**src/rtl/pc_sequencer.sv**
```systemverilog
// pc_sequencer: multi-cycle IF/ID/EXE/MEM/WB sequencer
// that owns PC write timing, next-PC selection and retire count.
module pc_sequencer #(
  parameter logic [31:0] RESET_ADDR = 32'h0000_0000
) (
  input  logic        CLK,
  input  logic        Reset,
  input  logic [5:0]  Opcode,
  input  logic        Zero,
  input  logic [31:0] Imm,
  input  logic [25:0] Target,
  input  logic [31:0] RegRs,
  input  logic [31:0] PC,
  input  logic        IMemAck,
  input  logic        DMemAck,
  output logic        PCRst_n,
  output logic        PCWre,
  output logic [31:0] PCData,
  output logic        IMemReq,
  output logic        DMemReq,
  output logic        IRWre,
  output logic        RegWre,
  output logic [2:0]  State,
  output logic        Halted,
  output logic [31:0] InstrCount
);

  typedef enum logic [2:0] {
    S_IF   = 3'd0,
    S_ID   = 3'd1,
    S_EXE  = 3'd2,
    S_MEM  = 3'd3,
    S_WB   = 3'd4,
    S_HALT = 3'd5
  } state_e;

  state_e      state_q, state_d;
  logic [31:0] count_q, count_d;

  logic is_r, is_lw, is_sw, is_beq, is_bne;
  logic is_j, is_jr, is_halt;

  // opcode class decode
  always_comb begin
    is_r    = 1'b0;
    is_lw   = 1'b0;
    is_sw   = 1'b0;
    is_beq  = 1'b0;
    is_bne  = 1'b0;
    is_j    = 1'b0;
    is_jr   = 1'b0;
    is_halt = 1'b0;
    unique case (Opcode)
      6'b000000: is_r    = 1'b1;
      6'b100011: is_lw   = 1'b1;
      6'b101011: is_sw   = 1'b1;
      6'b000100: is_beq  = 1'b1;
      6'b000101: is_bne  = 1'b1;
      6'b000010: is_j    = 1'b1;
      6'b111000: is_jr   = 1'b1;
      6'b111111: is_halt = 1'b1;
      default: ;
    endcase
  end

  logic        final_c;
  logic        taken;
  logic [31:0] pc4;

  assign pc4   = PC + 32'd4;
  assign taken = (is_beq & Zero) | (is_bne & ~Zero);

  // next-state and final-cycle detection
  always_comb begin
    state_d = state_q;
    final_c = 1'b0;
    unique case (state_q)
      S_IF: begin
        if (IMemAck) state_d = S_ID;
      end
      S_ID: begin
        if (is_halt) begin
          state_d = S_HALT;
        end else if (is_r | is_lw | is_sw | is_beq | is_bne) begin
          state_d = S_EXE;
        end else begin
          final_c = 1'b1;
          state_d = S_IF;
        end
      end
      S_EXE: begin
        if (is_r) begin
          state_d = S_WB;
        end else if (is_lw | is_sw) begin
          state_d = S_MEM;
        end else begin
          final_c = 1'b1;
          state_d = S_IF;
        end
      end
      S_MEM: begin
        if (DMemAck) begin
          if (is_lw) begin
            state_d = S_WB;
          end else begin
            final_c = 1'b1;
            state_d = S_IF;
          end
        end
      end
      S_WB: begin
        final_c = 1'b1;
        state_d = S_IF;
      end
      S_HALT: state_d = S_HALT;
      default: state_d = S_IF;
    endcase
    if (Reset) state_d = S_IF;
  end

  // retire counter steps on each PC write
  always_comb begin
    count_d = count_q;
    if (Reset)        count_d = 32'd0;
    else if (final_c) count_d = count_q + 32'd1;
  end

  // next-PC selection; only differs from PC4 in a final cycle
  always_comb begin
    PCData = pc4;
    if (Reset) begin
      PCData = RESET_ADDR;
    end else if (final_c) begin
      if (state_q == S_EXE && taken)
        PCData = pc4 + (Imm << 2);
      else if (state_q == S_ID && is_j)
        PCData = {pc4[31:28], Target, 2'b00};
      else if (state_q == S_ID && is_jr)
        PCData = RegRs;
    end
  end

  // state and counter registers
  always_ff @(posedge CLK) begin
    state_q <= state_d;
    count_q <= count_d;
  end

  assign PCRst_n    = ~Reset;
  assign PCWre      = ~Reset & final_c;
  assign IMemReq    = ~Reset & (state_q == S_IF);
  assign IRWre      = ~Reset & (state_q == S_IF) & IMemAck;
  assign DMemReq    = ~Reset & (state_q == S_MEM);
  assign RegWre     = ~Reset & (state_q == S_WB);
  assign State      = state_q;
  assign Halted     = (state_q == S_HALT);
  assign InstrCount = count_q;

endmodule
```
**config.mk**
```make
export PLATFORM = sky130hd
export DESIGN_NAME = pc_sequencer
export DESIGN_NICKNAME = d
export VERILOG_FILES = /design/src/rtl/pc_sequencer.sv
export SDC_FILE = /design/constraint.sdc
export NUM_CORES = 1
export LEC_CHECK = 0
export CAP_MARGIN = 25
export CELL_PAD_IN_SITES_DETAIL_PLACEMENT = 1
export CELL_PAD_IN_SITES_GLOBAL_PLACEMENT = 1
export CORE_ASPECT_RATIO = 1.1
export CORE_MARGIN = 2
export CORE_UTILIZATION = 32
export DETAILED_ROUTE_END_ITERATION = 16
export PLACE_DENSITY = 0.92
export SYNTH_ARGS = -nofsm -noshare
export SYNTH_HDL_FRONTEND = slang
export SYNTH_SLANG_ARGS = --single-unit
```
**constraint.sdc**
```tcl
create_clock -name CLK -period 10.14 [get_ports CLK]
set_clock_uncertainty 0.1 [all_clocks]
set_input_delay 2.028 -clock CLK [delete_from_list [all_inputs] [get_ports CLK]]
set_output_delay 2.028 -clock CLK [all_outputs]
set_load 0.01 [all_outputs]
```
* Word level (Yosys, flattened, before mapping)
Index checks and enable logic that the tools add are counted.
Widths: inputs -> output; s select.
** Operators by class
- Add/subtract/negate cells :: 3
- Equal/unequal tests :: 14
- Muxes and demuxes :: 28
- Bitwise logic cells :: 15
- Reduce and logical (&&, ||, !) cells :: 6
** Operators with widths (count)
- $mux 32 :: 5
- $add 32x1->32 const B :: 1
- $add 32x3->32 const B :: 1
- $add 32x32->32 :: 1
- $eq 6x6->1 const B :: 4
- $mux 3 :: 5
- $pmux 3 s5 :: 1
- $mux 1 :: 14
- $eq 6x3->1 const B :: 2
- $and 1x1->1 :: 7
- $eq 3x2->1 const B :: 2
- $eq 3x3->1 const B :: 2
- $eq 6x2->1 const B :: 1
- $logic_not 6->1 :: 1
- $or 1x1->1 :: 6
- $mux 2 :: 2
- $ne 2x2->1 const B :: 2
- $pmux 1 s4 :: 1
- $eq 3x1->1 const B :: 1
- $logic_and 1x1->1 :: 3
- $logic_not 3->1 :: 1
- $not 1->1 :: 2
- $reduce_and 2->1 :: 1
** Storage, ports and cells
- Register bits :: 35
- Input port bits :: 133
- Output and inout port bits :: 74
- Word-level logic and storage cells :: 68

* Logic depth before layout (Yosys ltp)
- Word-level depth :: 11
- Gate-level depth with buffers :: 16
- Mapped depth without buffers :: 14

* Worst setup path after synthesis
No wires, ideal clock.
- Path type :: input to output
- Start point :: in PC[9]
- End point :: out PCData[26]
- Data arrival time :: 5.202 ns
- Required time :: 8.012 ns
- Path slack :: 2.810 ns
- Cell stages on the path :: 15
- Buffers on the path :: 1
- Cell sequence :: nand4_1 -> nor3_1 -> and2_1 -> nand3_1 -> xnor2_1 -> ha_1 -> clkbuf_1 -> and2_1 -> and4_1 -> a32oi_1 -> nand3_1 -> a21o_1 -> a21oi_1 -> xor2_1 -> a2111oi_1
** On the way
- Word-level cells in the longest chain between the ends :: 6
- Elaborated cells between the ends (all ways) :: 7
- Those cells by class :: 2 x add/sub; 5 x mux
** RTL lines
- from (decl) :: RTL line 13 : input logic [31:0] PC,
- $add 32x3->32 * :: RTL line 70 : assign pc4 = PC + 32'd4;
- branches (longest 3 deep; another with $add 32x32->32)
- $mux 32 * :: RTL line 133 : end else if (final_c) begin
- $mux 32 * :: RTL line 131 : if (Reset) begin
- to (decl) :: RTL line 18 : output logic [31:0] PCData,
Mark *: on every way between the ends.

* Final worst setup path
- Start point :: in PC[8]
- End point :: out PCData[26]
Same word-level chain as after synthesis.

==> metrics.md <==
| Metric | Value |
|---|---|
| Post-CTS Resized | 0 |
| Max FO, Critical Path | 7 |
| Clock Sink Count | 35 |
| Final GP Congestion | 0.914 |
| Cell taking the most area after synthesis | dfxtp_1 |
| DRT Wirelength | between 15 and 20 mm |
| Yosys cell types | 68 |
| MaxCap Viol Count | 0 |
| Final HPWL DP | around 16 mm |
| Clock-pin slew of the registers on the worst-case setup and hold paths | 0.05 ns |
| IO Port Bufs | around 200 |
| Layer with the highest usage | met2 |
| Post-CTS Setup Repair Bufs | 0 |
| DR DRC count | 0 |
| CTS max path bufs | 2 |
| Hold crit path type | reg -> reg |
| Tightest Pin Transition | 0.796 ns |
| Vias per inst | between 5 and 6 |
| Worst Path Arrival | between 6 and 7 ns |
| GR Util met1 | 27.6% |
| Maximum number of pins on one net before global-route repair | 38 |
| Top FF cell, synth | dfxtp_1 |
| Area Growth Syn to Fin | 49.9% |
| Final setup violation count | 0 |
| CP peak stage delay | around 0.60 ns |
| Share of cells above drive strength 1 | under 10% |
| Worst Path Class, Setup | in -> out |
| Critical Path End Type | output port |
| DRT Pass-1 Iters | 4 |
| Seq/Total Area, Yosys | between 10% and 20% |
| Final instance count without filler cells | 1034 |
| Avg Inst Size Synth | 7.19 um^2 |
| Die footprint | 15700 um^2 |
| Synth warn | 0 |
| Ports | roughly 210 |
| H-tree Lvls | 2 |
| RSZ-0062 raised after global routing | false |
| Cell Area, Synth | 4700 um^2 |
| Post-synth EDFFs | 0 |
| WL/cell | 19.2 um |
| Worst path cell trace | clkdlybuf4s50_1, nand4_1, nor3_1, and2_1, nand3_1, xnor2_1, ha_1, and2_1, and4_1, a32oi_1, nand3_1, a21o_1, a21oi_1, xor2_1, a2111oi_1, clkdlybuf4s50_1 |
| Top post-synthesis cells by area | dfxtp_1, ha_1, xnor2_1 |
| Initial core utilization | 32.7% |
| Clk_lat worst skew | approximately 0.28 ns |
| Most common cell after layout, fill and taps aside | clkdlybuf4s50_1 |
| Synthesized net count | slightly above 800 |
| DR vias | between 5000 and 6000 |
| Initial antenna violation count | 0 |
| 1st-iter DRT viols | between 200 and 250 |
| Status | finished clean |
| Rows | 46 |
| Critical path launch point type | primary input |
| Final ANT Viol Nets | 0 |
| CTS Root Cell | clkbuf_16 |
| Grt total ovfl | 0 |
| Worst rel slew slack | 46.5% |
| Die Span Y | ~130 um |
| Met2 Use GR | around 45% |
| Nets@finish | between 1000 and 1500 |
| R2R Setup Slk | slightly above 7 ns |
| CTS tree | built |
| Vias in the first global route | a little over 6000 |
| Pins Over Slew Limit | 0 |
| Wire length of the first global-routing pass | ~32 mm |
| Final Critical Period | 8.83 ns |
| Async S/R FF share, synth | 0% |
| Post-synth top area share | 14.9% |
| Cts bufs inserted | 5 |
| Fmax | ~110 MHz |
| Synth Register Bits | 35 |
| Worst VDD drop | just over 60 uV |
| Pwr/cell area | about 74 nW/um^2 |
| Cells after DPL | 1026 |
| WP data required | 8.01 ns |
| Die X-Extent | between 100 and 150 um |
| Tot GR Track Use | roughly a quarter |
| Period utilization | between 80% and 90% |
| Lkg Pwr | ~2.6 nW |
| CTS Hold Buffers Added | 0 |
| Most frequent cells in the layout | clkdlybuf4s50_1, nor2_1, nand2_1, a21oi_1, xnor2_1 |
| Fin. Hold Viols | 0 |
| Diodes inserted | 0 |
| Cells after synthesis | 654 |
| Slowest CP cell | clkdlybuf4s50_1 |
| Setup TNS | 0 ns |
| GRT met3 Usage | 5.73% |
| Core area | approximately 14000 um^2 |
-- kinds of logic after synthesis --
logic type	Yosys count	synth area share [%]
buf+inv	44	3.59
mux	4	0.878
flops	35	14.9
fa+ha+maj	37	10.0
compound gates	185	25.9
simple gates	270	30.0
xor+xnor	79	14.7
-- final timing paths --
| check | startpoint | depth (start not counted) | endpoint |
|---|---|---|---|
| worst max-delay path | PC[8] | 16 | PCData[26] |
| worst min-delay path | InstrCount[1]$_SDFFE_PP0P_ | 2 | InstrCount[1]$_SDFFE_PP0P_ |
| worst max register to register | State[0]$_SDFFE_PP0P_ | 6 | InstrCount[29]$_SDFFE_PP0P_ |
| worst min register to register | InstrCount[1]$_SDFFE_PP0P_ | 2 | InstrCount[1]$_SDFFE_PP0P_ |
-- metrics by stage --
| stage | cell area, um^2 | utilization [%] | setup slack (ns) | total power, mW | hold WS (ns) |
|---|---|---|---|---|---|
| finish | 7050 | 49.0 | 1.31 | 0.524 | 0.395 |
| global route | 7050 | 49.0 | 0.842 | 0.555 | 0.421 |
| CTS | 7050 | 49.0 | 1.23 | 0.527 | 0.400 |
| detailed placement | 6910 | 48.0 | 1.23 | 0.379 | 0.393 |
| global placement | 6900 | 47.9 | 1.32 | 0.373 | 0.370 |
| floorplan | 4700 | - | 2.81 | 0.267 | 0.404 |
-- area by class of cell --
class	instances	area [um^2]
multi-input cells	575	3830
well taps	192	240
clock inverters	1	5.00
clock buffers	7	133
repair buffers	209	2080
flip-flops and latches	35	701
inverters	15	56.3
fillers	1784	7340
-- power breakdown --
| part | switching (mW) | internal [mW] | total (mW) | leakage, nW |
|---|---|---|---|---|
| combinational | 0.116 | 0.121 | 0.237 | 2.26 |
| sequential | 0.00240 | 0.139 | 0.141 | 0.282 |
| clock | 0.0553 | 0.0907 | 0.146 | 0.0679 |
| total | 0.174 | 0.350 | 0.524 | 2.61 |
-- critical path: cells and delay by family --
family,cells,cell delay (ns)
simple gates,7,1.76
buf+inv,2,1.18
compound gates,4,0.99
fa+ha+maj,1,0.38
xor+xnor,2,0.36
-- Yosys cell counts (all sizes together) (15+ instances only) --
master / instances
nor3: 18
and3: 16
o21ai: 35
o22ai: 20
clkbuf: 25
a21oi: 48
nand4: 21
xnor2: 43
xor2: 36
inv: 15
nand3: 30
ha: 36
dfxtp: 35
nor2: 81
nand2: 49
-- state kept, by name, indices dropped and copies added (netlist names) --
name,count
InstrCount,32
State,3
-- layer usage --
| metal | up-vias | wire (um) |
|---|---|---|
| met5 | - | 0 |
| met4 | 0 | 751 |
| met3 | 46 | 1360 |
| met2 | 211 | 9950 |
| met1 | 2756 | 7820 |
| li1 | 2805 | - |
(Power assumes the default switching activity.)
